--- src/rtl/ghost_step_scheduler.sv ---
// Round scheduler for four ghosts: divides the clock into movement rounds, strobes
// each ghost one step in turn, then checks for collisions against pac-man.
`ifndef WIDTH
`define WIDTH 640
`endif
`ifndef HEIGHT
`define HEIGHT 480
`endif

module ghost_step_scheduler #(
  parameter int TICK_DIV      = 5000000,
  parameter int FRIGHT_ROUNDS = 40
) (
  input  logic                          clk,
  input  logic                          reset,
  input  logic                          enable,
  input  logic [4*$clog2(`WIDTH)-1:0]   ghost_x,
  input  logic [4*$clog2(`HEIGHT)-1:0]  ghost_y,
  input  logic [$clog2(`WIDTH)-1:0]     pacman_x,
  input  logic [$clog2(`HEIGHT)-1:0]    pacman_y,
  input  logic                          pellet_eaten,
  output logic [3:0]                    step_strobe,
  output logic                          frightened,
  output logic [3:0]                    ghost_eaten,
  output logic                          pacman_caught,
  output logic                          round_done
);

  localparam int XW = $clog2(`WIDTH);
  localparam int YW = $clog2(`HEIGHT);
  localparam int TW = $clog2(TICK_DIV);
  localparam int FW = $clog2(FRIGHT_ROUNDS + 1);
  localparam logic [TW-1:0] TICK_LAST   = TW'(TICK_DIV - 1);
  localparam logic [FW-1:0] FRIGHT_LOAD = FW'(FRIGHT_ROUNDS);

  typedef enum logic [2:0] {
    IDLE, COUNT, STEP0, STEP1, STEP2, STEP3, CHECK
  } state_t;

  state_t        state;
  logic [TW-1:0] tick_count;
  logic [FW-1:0] fright_count;
  logic          abort_pending;
  logic [3:0]    match;

  for (genvar gi = 0; gi < 4; gi++) begin : g_match
    assign match[gi] = (ghost_x[gi*XW +: XW] == pacman_x) &&
                       (ghost_y[gi*YW +: YW] == pacman_y);
  end

  always_ff @(posedge clk or posedge reset) begin
    if (reset) begin
      state         <= IDLE;
      tick_count    <= '0;
      fright_count  <= '0;
      abort_pending <= 1'b0;
      step_strobe   <= '0;
      frightened    <= 1'b0;
      ghost_eaten   <= '0;
      pacman_caught <= 1'b0;
      round_done    <= 1'b0;
    end else begin
      step_strobe   <= '0;
      ghost_eaten   <= '0;
      pacman_caught <= 1'b0;
      round_done    <= 1'b0;

      // A pellet reload wins over the end-of-round decrement.
      if (pellet_eaten) begin
        fright_count <= FRIGHT_LOAD;
        frightened   <= (FRIGHT_LOAD != '0);
      end else if (state == CHECK && fright_count != '0) begin
        fright_count <= fright_count - FW'(1);
        frightened   <= (fright_count != FW'(1));
      end

      case (state)
        IDLE: begin
          if (enable) begin
            state      <= COUNT;
            tick_count <= '0;
          end
        end
        COUNT: begin
          if (!enable) begin
            state      <= IDLE;
            tick_count <= '0;
          end else if (tick_count == TICK_LAST) begin
            state       <= STEP0;
            tick_count  <= '0;
            step_strobe <= 4'b0001;
          end else begin
            tick_count <= tick_count + TW'(1);
          end
        end
        STEP0: begin
          state       <= STEP1;
          step_strobe <= 4'b0010;
          if (!enable) abort_pending <= 1'b1;
        end
        STEP1: begin
          state       <= STEP2;
          step_strobe <= 4'b0100;
          if (!enable) abort_pending <= 1'b1;
        end
        STEP2: begin
          state       <= STEP3;
          step_strobe <= 4'b1000;
          if (!enable) abort_pending <= 1'b1;
        end
        STEP3: begin
          // Pausing mid-round still finishes all four steps, but skips the check.
          abort_pending <= 1'b0;
          if (abort_pending || !enable) state <= IDLE;
          else                          state <= CHECK;
        end
        CHECK: begin
          tick_count <= '0;
          if (!enable) begin
            state <= IDLE;
          end else begin
            state      <= COUNT;
            round_done <= 1'b1;
            if (|match) begin
              if (frightened) ghost_eaten   <= match;
              else            pacman_caught <= 1'b1;
            end
          end
        end
        default: state <= IDLE;
      endcase
    end
  end

endmodule

--- config.mk ---
export PLATFORM = sky130hd
export DESIGN_NAME = ghost_step_scheduler
export DESIGN_NICKNAME = d
export VERILOG_FILES = /design/src/rtl/ghost_step_scheduler.sv
export SDC_FILE = /design/constraint.sdc
export NUM_CORES = 1
export LEC_CHECK = 0
export BUFFER_PORTS_ARGS = -buffer_cell sky130_fd_sc_hd__buf_2
export CAP_MARGIN = 0
export CORE_ASPECT_RATIO = 0.75
export CORE_MARGIN = 3
export CORE_UTILIZATION = 52
export CTS_BUF_LIST = sky130_fd_sc_hd__clkbuf_8
export CTS_CLUSTER_SIZE = 24
export DETAILED_ROUTE_END_ITERATION = 12
export PLACE_DENSITY = 0.83
export RECOVER_POWER = 50
export SYNTH_ARGS = -nofsm -noshare
export SYNTH_HDL_FRONTEND = slang
export SYNTH_SLANG_ARGS = --single-unit
--- constraint.sdc ---
create_clock -name clk -period 2.42 [get_ports clk]
set_input_delay 0.121 -clock clk [delete_from_list [all_inputs] [get_ports clk]]
set_output_delay 0.121 -clock clk [all_outputs]
set_load 0.03 [all_outputs]
# Yosys cells after proc, flatten, opt, wreduce, memory -nomap -nowiden
# Index checks and enable logic that the tools add are counted.
# word_totals
in_bits	99
mem_bits_ro	0
output_inout_bits	11
elab_cells	76
n_memories	0
regBits	44
ramBits	0
latchBits	0
# classes
n_mux	29
div	0
shifts	0
mul	0
n_reduce_logical	17
n_addsub	2
order_cmp	0
n_eq_ne	19
bitwise_logic	0
# op_table
operator	count
$mux W23	3
$pmux W23 S3	1
$eq A10 B10 Y1	4
$eq A9 B9 Y1	4
$add A23 B1 Y23 const B	1
$eq A23 B23 Y1 const B	1
$pmux W3 S7	1
$mux W4	4
$pmux W4 S4	1
$mux W1	12
$mux W3	4
$mux W6	2
$eq A3 B3 Y1 const B	3
$eq A3 B2 Y1 const B	2
$ne A6 B1 Y1 const B	1
$reduce_and A2 Y1	3
$reduce_bool A6 Y1	1
$sub A6 B1 Y6 const B	1
$logic_and A1 B1 Y1	5
$ne A2 B2 Y1 const B	2
$reduce_bool A2 Y1	2
$reduce_or A4 Y1	1
$eq A3 B1 Y1 const B	1
$logic_not A3 Y1	1
other kinds (6)	6

# Longest topological paths before layout
# Gate-level depths: netlist of run 1.
# depth
ltp_word	6
mapped_depth	8
ltp_nobuf	7

# Worst setup path after synthesis of run 1
# OpenSTA, ideal clock, no wires.
# synth_path
path_type	register -> register
start	register tick_count[0]
end	register tick_count[16]
path_stages_with_launch	8
path_buffers	0
synth_period_minus_slack_ns	1.748
t_required_ns	2.347
slack_ns	0.672
arrival_ns	1.675
path_cell_list	dfrtp_1 -> ha_1 -> and2_2 -> and4_4 -> and3_4 -> nand2_4 -> or3_1 -> a21oi_2
# synth_between
elab_chain_len	4
word_cells_on_any_way	5
classes_between	1 x add/sub; 1 x eq/ne; 3 x mux
# synth_rtl
element	line_no	source
start, declared	41	logic [TW-1:0] tick_count;
start signal, assigned	93	tick_count <= tick_count + TW'(1);
$add A23 B1 Y23 or $eq A23 B23 Y1 (tied branches)	93, 88	
$mux W23 *	88	end else if (tick_count == TICK_LAST) begin
$mux W23 *	85	if (!enable) begin
$pmux W23 S3 *	77	case (state)
# Mark *: on every way between the ends. The rest lies on a longest branch, timed or not.
# A chain may end at the register's enable or synchronous reset.

# Worst setup path in the final report of run 1
# layout_path
start	register tick_count[0]
end	register tick_count[6]
# The elaborated chain is that of the path after synthesis.

==> run_results.csv, run 1 <==
group,metric,value,unit
finish,register_area,1100,um2
run_status,outcome,"finished clean",
sta,skew,7.54,ps
logic_synthesis,synthCells,329,
place,dp_hpwl,6580,um
place,port_buffers,109,
routing,routedWlPerCell,15.8,um
clocking,clk_latency,300,ps
floorplanning,die-area,6790,um2
power_and_ir_drop,finalPower,2.05,mW
hold_path,min_path_type,"in -> reg",
finish,fillCellCount,475,
setup_path,cp.arrival,2190,ps
setup_path,worstPathMaxFanout,9,
clocking,cts_max_level,2,
place,gp_congestion,0.965,
floorplanning,row_count,23,
power_and_ir_drop,power_per_cell_area,559,nW/um2
setup_path,start_kind,"flop",
floorplanning,dieWidth,94.2,um
place,placed_cells,492,
setup_path,critPathKind,"reg -> reg",
sta,slew_viol_final,0,
flow_run,maxCapViolCount,0,
routing,first_pass_iters,4,
routing,drt.antenna.violating_nets,0,
clocking,cts_buffers,5,
sta,hold_viol,0,
sta,worst_pin_slew,1080,ps
power_and_ir_drop,power_frac_seq,0.432,
setup_path,cp-end-kind,"flop",
routing,routed_wl,7920,um
sta,setup_tns,0,ps
global_route,grt_max_degree,32,
floorplanning,die_h,72.1,um
logic_synthesis,syn_area_per_cell,9.22,um2
routing,viasPerCell,5.32,
routing,drc_errors,0,
power_and_ir_drop,ir_worst_vdd,0.589,mV
finish,stdcell_count,501,
floorplanning,start_util,0.552,
clocking,path_clk_slew,80,ps
logic_synthesis,syn_nets,432,
global_route,grt_usage,0.238,
logic_synthesis,synth_edf_count,0,
sta,period_share,0.830,
logic_synthesis,synth.distinct_cells,41,
floorplanning,core_area,5500,um2
finish,drive_above_1_share,0.296,
sta,period_needed,2010,ps
logic_synthesis,syn_area,3030,um2
finish,multi_input_area,1780,um2
routing,first_iter_violations,137,
floorplanning,ioPinCount,110,
finish,final_nets,528,
setup_path,critical_path_required,2600,ps
logic_synthesis,synth-seq-cells,44,
sta,fmax,498,MHz
power_and_ir_drop,p_sw_frac,0.350,
global_route,grt_pass1_vias,2631,
power_and_ir_drop,p_int,1.34,mW
clocking,cts_buffer_depth,2,
finish,n_antenna_cell,0,
logic_synthesis,ys_seq_area_frac,0.363,
global_route,grt_remaining_overflow,0,
power_and_ir_drop,p_sw,0.718,mW
power_and_ir_drop,p_clk_frac,0.234,
global_route,antenna_found_initial,0,
sta,slew-limit-headroom,0.278,
logic_synthesis,synthArstFlopShare,1.00,
clocking,root_buffer,"clkbuf_8",
logic_synthesis,ys_warn_count,0,
power_and_ir_drop,p_comb_frac,0.334,
clocking,clock_sinks,44,
clocking,cts_tree,"built",
sta,finalSetupViolCount,0,
global_route,grt_pass1_wl,12500,um
finish,synthToLayoutAreaGrowth,21.2,%
sta,grt_setup_unrepaired,"false",
logic_synthesis,yosys_most_used_dff,"dfrtp_1",
power_and_ir_drop,p_leak,1.53,nW
routing,num_vias,2663,
[cells in the final DEF, fill, tap and decap left out, drive strengths merged]
cell type and instances:
a211oi 1, a21oi 11, a31o 1, and2 3, and3 5, and3b 1
and4 3, buf 101, clkbuf 18, clkinv 1, clkinvlp 2, dfrtp 44
dlygate4sd3 1, ha 4, inv 7, nand2 21, nand2b 4, nand3 5
nand3b 1, nand4 28, nor2 26, nor2b 1, nor3 5, nor3b 2
nor4 6, nor4b 4, o21a 1, o21ai 14, o31a 1, o31ai 4
or3 6, xnor2 82, xor2 12
[logic make-up (layout without fill, tap and decap cells)]
family / after synthesis / after routing / synth area share
flip-flops: 44 / 44 / 0.363
XOR/XNOR: 94 / 94 / 0.271
adder cells (fa/ha/maj): 4 / 4 / 0.0165
AO/OA/AOI/OAI: 33 / 33 / 0.0726
buffers and inverters: 33 / 130 / 0.0487
AND/OR/NAND/NOR: 121 / 121 / 0.228
[stage by stage]
stage          hold WS (ps)  instance area [um2]   util  worst slack (ps)
3_5_place_dp            298                 3580  0.652               441
2_1_floorplan           187                 3030      -               672
5_1_grt                48.2                 3670  0.669               234
4_1_cts                44.7                 3690  0.672               403
3_3_place_gp            287                 3580  0.652               547
6_report               54.2                 3670  0.669               411
[metal layers]
layer / part of all wire / GRT usage / up-vias
li1: - / - / 1307
met1: 0.44 / 0.348 / 1258
met2: 0.46 / 0.364 / 88
met3: 0.085 / 0.0580 / 10
met4: 0.010 / 0.0449 / 0
met5: 0 / 0 / -
[power groups by stage]
stage / Clock (mW) / Sequential [mW] / Combinational [mW]
2_1_floorplan: 0 / 0.889 / 0.513
3_3_place_gp: 0 / 0.891 / 0.677
3_5_place_dp: 0 / 0.898 / 0.688
4_1_cts: 0.495 / 0.885 / 0.696
5_1_grt: 0.523 / 0.900 / 0.759
6_report: 0.480 / 0.887 / 0.687
[critical path: stages, from the launching register on]
cell	delay (ps)
dfrtp_1	390
ha_1	200
and2_2	200
nand4_1	140
o31ai_1	440
buf_4	240
a21oi_1	40
o21ai_0	150
o31ai_1	90
[final cells by class]
class | instances | area share
timing repair buffer | 114 | 0.155
multi-input combinational | 252 | 0.486
clock inverter | 2 | 0.00409
tap | 75 | 0.0255
clock buffer | 6 | 0.0225
inverter | 8 | 0.00817
sequential | 44 | 0.300
[state kept, by name, summed over array words and instances (netlist names), 3 cells and up]
name,flops
ghost_eaten,4
fright_count,6
state,3
step_strobe,4
tick_count,23
[cell usage after synthesis (3+ instances only)]
cell type,instances,area [um2]
ha_1,4,50.1
nor3_1,5,25.0
o31ai_1,3,22.5
clkbuf_1,19,71.3
inv_1,8,30.0
nand2_1,20,75.1
xnor2_1,82,718
a21oi_1,6,30.0
nor4_1,6,37.5
nand3_1,5,25.0
o21ai_0,14,70.1
or3_1,6,37.5
nor4b_1,3,26.3
nand4_1,28,175
nand2b_1,4,25.0
dfrtp_1,44,1100
a21oi_2,5,43.8
nor2_1,26,97.6
xor2_1,12,105
[worst paths after layout]
path	from	to	cells after the start	slack, ps
max	tick_count[0]$_DFFE_PP0P_	tick_count[6]$_DFFE_PP0P_	8	410
min	pellet_eaten	fright_count[0]$_DFFE_PP0P_	2	50
max reg2reg	tick_count[0]$_DFFE_PP0P_	tick_count[6]$_DFFE_PP0P_	8	410
min reg2reg	tick_count[1]$_DFFE_PP0P_	tick_count[1]$_DFFE_PP0P_	2	530
max in group asynchronous	reset	tick_count[5]$_DFFE_PP0P_	4	830
min in group asynchronous	reset	state[1]$_DFFE_PP0P_	3	490
[what timing repair did]
item / 4_1_cts / 5_1_grt
hold endpoints to repair: 30 / 0
hold buffers: 1 / 0
buffers inserted: 0 / 0
gates resized for setup: 0 / 0
No activity file was read; power rests on OpenSTA's default activity.
==> run 2, diff against run 1 <==
==> constraint.sdc (replaced) <==
create_clock -name clk -period 1.85 [get_ports clk]
set_input_delay 0.0925 -clock clk [delete_from_list [all_inputs] [get_ports clk]]
set_output_delay 0.0925 -clock clk [all_outputs]
set_load 0.03 [all_outputs]
==> run 2 against run 1 <==
Net effect:
- global-route usage up 0.99 points
- die area is the same
- critical path depth is 1 lower
- clock skew barely moved
- sequential power rose by 25%
- utilization up 5.6 points
- cell area increased by 8.4%
==> run_results.csv, run 2 (synthesized netlist as in run 1, its figures left out) <==
group,metric,value,unit
run_status,outcome,"finished clean",
setup_path,critPathKind,"reg -> reg",
clocking,cts_tree,"built",
finish,synthToLayoutAreaGrowth,31.4,%
setup_path,critical_path_required,2080,ps
global_route,grt_most_used_layer,"met2",
finish,fillCellCount,429,
routing,num_vias,2746,
floorplanning,start_util,0.552,
global_route,use_met3,0.0446,
setup_path,cp_slowest_cell,"or3_1",
global_route,grtUsageMet2,0.420,
floorplanning,die-area,6790,um2
setup_path,critPathTopFamily,"simple AND/OR/NAND/NOR gates",
global_route,grt.met1_usage,0.335,
routing,drt.antenna.violating_nets,0,
sta,whs,49.2,ps
sta,period_share,0.994,
power_and_ir_drop,power_per_cell_area,791,nW/um2
clocking,root_buffer,"clkbuf_8",
setup_path,start_kind,"flop",
place,port_buffers,109,
floorplanning,core_area,5500,um2
finish,utilization,0.725,
sta,skew,7.05,ps
sta,slew-limit-headroom,0.276,
clocking,cts_buffers,5,
finish,largest_reg_flops,23,
place,gp_congestion,0.952,
routing,routed_wl,8400,um
finish,layout_commonest_cell,"buf_2",
routing,drc_errors,0,
clocking,path_clk_slew,80,ps
routing,viasPerCell,5.28,
clocking,cts_max_level,2,
finish,n_antenna_cell,0,
routing,first_iter_violations,131,
finish,reg.largest.list,"tick_count x23, fright_count x6",
finish,drive_above_1_share,0.384,
setup_path,cpPeakStageDelay,370,ps
finish,largest-register,"tick_count",
power_and_ir_drop,ir_worst_vdd,0.612,mV
sta,grt_setup_unrepaired,"true",
sta,hold_viol,0,
setup_path,cp-end-kind,"flop",
global_route,grt_remaining_overflow,0,
floorplanning,row_count,23,
sta,finalSetupViolCount,0,
sta,period_needed,1840,ps
hold_path,min_path_type,"in -> reg",
setup_path,worstPathMaxFanout,9,
floorplanning,die_h,72.1,um
global_route,grt_pass1_wl,12900,um
clocking,clock_sinks,44,
global_route,grt_max_degree,45,
flow_run,maxCapViolCount,0,
global_route,antenna_found_initial,0,
finish,layout_common_cells,"109 x buf_2, 82 x xnor2_1, 44 x dfrtp_1, 28 x nand4_1, 22 x nor2_1",
setup_path,cp.arrival,2070,ps
place,dp_hpwl,6740,um
sta,slew_viol_final,0,
global_route,grt_usage,0.248,
sta,fmax,544,MHz
routing,first_pass_iters,5,
global_route,grt_pass1_vias,2755,
setup_path,path_buf_inv,0,
clocking,clk_latency,290,ps
setup_path,crit_chain,"ha_2, and2_4, and4_4, and3_4, nand2_4, or3_1, a21oi_2",
floorplanning,dieWidth,94.2,um
sta,worst_pin_slew,1090,ps
routing,routedWlPerCell,16.1,um
floorplanning,ioPinCount,110,
power_and_ir_drop,p_leak,1.72,nW
clocking,cts_buffer_depth,2,
finish,final_nets,547,
run 2: cell count changes in the layout (fill, tap and decap cells not counted), sizes merged:
cell and change:
buf +29, clkinvlp -2, clkbuf -9, bufinv +1
run 2: area by class of cell:
class / instances / area (um2) / area share
clock buffers: 7 / 96.3 / 0.0242
clock inverters: 1 / 30.0 / 0.00754
inverters: 8 / 30.0 / 0.00754
multi-input cells: 252 / 1870 / 0.469
flip-flops and latches: 44 / 1100 / 0.276
well taps: 75 / 93.8 / 0.0236
repair buffers: 133 / 763 / 0.192
run 2: worst paths after layout:
| path | endpoint | slack [ps] | start | cells past startpoint |
|---|---|---|---|---|
| min in group asynchronous | tick_count[9]$_DFFE_PP0P_ | 680 | reset | 4 |
| max in group asynchronous | tick_count[5]$_DFFE_PP0P_ | 510 | reset | 4 |
| min | fright_count[0]$_DFFE_PP0P_ | 50 | pellet_eaten | 2 |
| min reg2reg | fright_count[5]$_DFFE_PP0P_ | 540 | fright_count[5]$_DFFE_PP0P_ | 2 |
| max reg2reg | tick_count[18]$_DFFE_PP0P_ | 10 | tick_count[1]$_DFFE_PP0P_ | 7 |
| max | tick_count[18]$_DFFE_PP0P_ | 10 | tick_count[1]$_DFFE_PP0P_ | 7 |
run 2: report_power, final:
group          internal, mW  total [mW]  switching, mW
combinational         0.600        1.25          0.650
sequential             1.05        1.11         0.0640
clock                 0.476       0.789          0.313
run 2: repair_timing:
item	4_1_cts	5_1_grt
buffers inserted	1	5
endpoints found under the setup margin	5	23
hold endpoints to repair	44	0
resized for setup	2	21
pin swaps	0	10
cloned	0	1
hold buffers	1	0
run 2: layer usage:
metal  wire, um  share of wire  vias to the layer above
met5          0              0                        -
met1       3610           0.43                     1312
met4         50         0.0060                        0
met2       4220           0.50                       81
met3        520          0.062                        5
li1           -              -                     1348
run 2: metrics by stage:
step	TNS [ps]	setup slack [ps]	power (mW)	instance area, um2	instances
after detailed placement	-30.3	-13.1	2.18	3690	504
after global routing	-474	-80.5	3.33	3980	520
after CTS	0	6.65	3.00	3840	514
after floorplan	0	102	1.83	3030	329
after global placement	0	72.0	2.14	3690	504
final	0	11.3	3.15	3980	520
run 2: worst register-to-register path, stage by stage, from the launching register on:
cell	delay (ps)
dfrtp_1	360
ha_2	190
and2_4	170
and4_4	240
and3_4	220
nand2_4	90
or3_1	380
a21oi_2	130
==> run 3, diff against run 2 <==
--- a/config.mk
+++ b/config.mk
@@ -5,15 +5,16 @@
 export SDC_FILE = /design/constraint.sdc
 export NUM_CORES = 1
 export LEC_CHECK = 0
-export BUFFER_PORTS_ARGS = -buffer_cell sky130_fd_sc_hd__buf_2
+export ABC_CLOCK_PERIOD_IN_PS = 1850
 export CAP_MARGIN = 0
 export CORE_ASPECT_RATIO = 0.75
 export CORE_MARGIN = 3
-export CORE_UTILIZATION = 52
+export CORE_UTILIZATION = 60
 export CTS_BUF_LIST = sky130_fd_sc_hd__clkbuf_8
 export CTS_CLUSTER_SIZE = 24
 export DETAILED_ROUTE_END_ITERATION = 12
-export PLACE_DENSITY = 0.83
+export DONT_BUFFER_PORTS = 1
+export PLACE_DENSITY = 0.76
 export RECOVER_POWER = 50
 export SYNTH_ARGS = -nofsm -noshare
 export SYNTH_HDL_FRONTEND = slang
==> run 3 against run 2 <==
Net effect:
- largest power group is now sequential cells
- die area decreased by 12%
- worst setup slack improved by 28 ps
- cell area decreased by 14%
- first-iteration DRC count increased by 70%
- clock power increased by 28%
- flip-flop and latch count unchanged
- routed wire length decreased by 11%
- non-clock buffer count decreased by 106
- clock skew increased by 3.2 ps
- highest routed layer unchanged
- count of clock-buffer cells in the layout decreased by 2
- utilization increased by 1.2 points
==> run_results.csv, run 3 (synthesized netlist as in run 1, its figures left out) <==
group,metric,value,unit
routing,routedWlPerCell,18.8,um
setup_path,cp_slowest_cell,"or3_4",
global_route,grt_pass1_wl,11500,um
floorplanning,start_util,0.652,
finish,synthToLayoutAreaGrowth,13.0,%
place,dp_hpwl,5700,um
floorplanning,core_area,4650,um2
finish,fillCellCount,338,
setup_path,worstPathMaxFanout,9,
place,gp_congestion,0.854,
setup_path,cpPeakStageDelay,380,ps
floorplanning,dieWidth,88.1,um
finish,reg.largest.list,"tick_count x23, fright_count x6",
routing,first_iter_violations,223,
setup_path,start_kind,"flop",
clocking,cts_buffer_depth,2,
finish,layout_commonest_cell,"xnor2_1",
clocking,clock_sinks,44,
routing,first_pass_iters,5,
power_and_ir_drop,ir_worst_vdd,0.500,mV
hold_path,min_path_type,"in -> reg",
setup_path,cp-end-kind,"flop",
clocking,cts_buffers,5,
floorplanning,ioPinCount,110,
finish,n_antenna_cell,0,
finish,drive_above_1_share,0.171,
routing,num_vias,2389,
floorplanning,die_h,67.6,um
run_status,outcome,"finished clean",
sta,whs,12.8,ps
floorplanning,row_count,21,
sta,setup_tns,0,ps
sta,slew_viol_final,0,
routing,drt.antenna.violating_nets,0,
clocking,cts_max_level,2,
sta,worst_pin_slew,1070,ps
place,port_buffers,0,
floorplanning,die-area,5950,um2
finish,utilization,0.737,
finish,layout_common_cells,"82 x xnor2_1, 42 x dfrtp_1, 28 x nand4_1, 26 x nor2_1",
flow_run,maxCapViolCount,0,
setup_path,critPathKind,"reg -> reg",
global_route,grt_pass1_vias,2295,
sta,period_needed,1810,ps
clocking,root_buffer,"clkbuf_8",
routing,viasPerCell,6.03,
finish,largest-register,"tick_count",
setup_path,critPathTopFamily,"simple AND/OR/NAND/NOR gates",
finish,largest_reg_flops,23,
sta,slew-limit-headroom,0.289,
sta,finalSetupViolCount,0,
finish,final_nets,441,
sta,hold_viol,0,
clocking,path_clk_slew,90,ps
clocking,cts_tree,"built",
sta,fmax,552,MHz
power_and_ir_drop,p_leak,1.30,nW
finish,stdcell_count,396,
setup_path,crit_chain,"ha_2, and2_4, and4_4, and3_4, nand2_4, or3_4, a21oi_2",
global_route,grt_usage,0.258,
routing,drc_errors,0,
sta,grt_setup_unrepaired,"true",
sta,period_share,0.979,
global_route,antenna_found_initial,0,
power_and_ir_drop,power_per_cell_area,882,nW/um2
setup_path,path_buf_inv,0,
setup_path,critical_path_required,2080,ps
setup_path,cp.arrival,2040,ps
global_route,grt_remaining_overflow,0,
routing,routed_wl,7450,um
clocking,clk_latency,300,ps
sta,skew,10.3,ps
place,placed_cells,382,
global_route,grt_max_degree,45,
==> run 3: worst min-delay path, stage by stage <==
cell,delay [ps]
xnor2_1,40
nand4_1,100
nor2_1,50
==> run 3: power by group <==
group / switching (mW) / internal (mW) / leakage [nW]
Sequential: 0.119 / 1.05 / 0.588
Clock: 0.332 / 0.675 / 0.0784
Combinational: 0.439 / 0.407 / 0.631
Total: 0.890 / 2.13 / 1.30
==> run 3: metal layers <==
metal | global-route usage | vias up | wire (um)
met5 | 0 | - | 0
met4 | 0.0717 | 0 | 110
met3 | 0.0573 | 13 | 623
met2 | 0.384 | 104 | 3340
met1 | 0.378 | 1143 | 3370
li1 | - | 1129 | -
==> run 3: area by class of cell <==
cell class              count  area (um2)  share of cell area
clock buffers               5        68.8              0.0201
inverters                   8        30.0             0.00877
flip-flops and latches     44        1100               0.322
well taps                  57        71.3              0.0208
multi-input cells         252        1840               0.536
repair buffers             27         226              0.0661
clock inverters             3        90.1              0.0263
==> run 3: final timing paths <==
check,slack [ps],from,depth (start not counted),end
setup / recovery,40,tick_count[1]$_DFFE_PP0P_,7,tick_count[18]$_DFFE_PP0P_
hold / removal,10,ghost_x[32],3,ghost_eaten[3]$_DFF_PP0_
setup reg to reg,40,tick_count[1]$_DFFE_PP0P_,7,tick_count[18]$_DFFE_PP0P_
hold reg to reg,530,tick_count[1]$_DFFE_PP0P_,2,tick_count[1]$_DFFE_PP0P_
max in group asynchronous,570,reset,3,state[1]$_DFFE_PP0P_
min in group asynchronous,570,reset,3,tick_count[5]$_DFFE_PP0P_
==> run 3: metrics by stage <==
step / setup slack [ps] / area, um2 / power, mW
final: 39.2 / 3430 / 3.02
after global routing: -17.5 / 3430 / 3.18
after CTS: 21.8 / 3360 / 3.01
after detailed placement: -1.91 / 3160 / 1.98
after global placement: 56.0 / 3160 / 1.97
after floorplan: 102 / 3030 / 1.83
==> run 3: timing repair <==
action / in CTS / in global routing
pin swaps: 0 / 10
setup buffers: 0 / 2
endpoints found under the hold margin: 55 / 0
endpoints found under the setup margin: 2 / 21
resized for setup: 1 / 13
hold buffers: 4 / 0
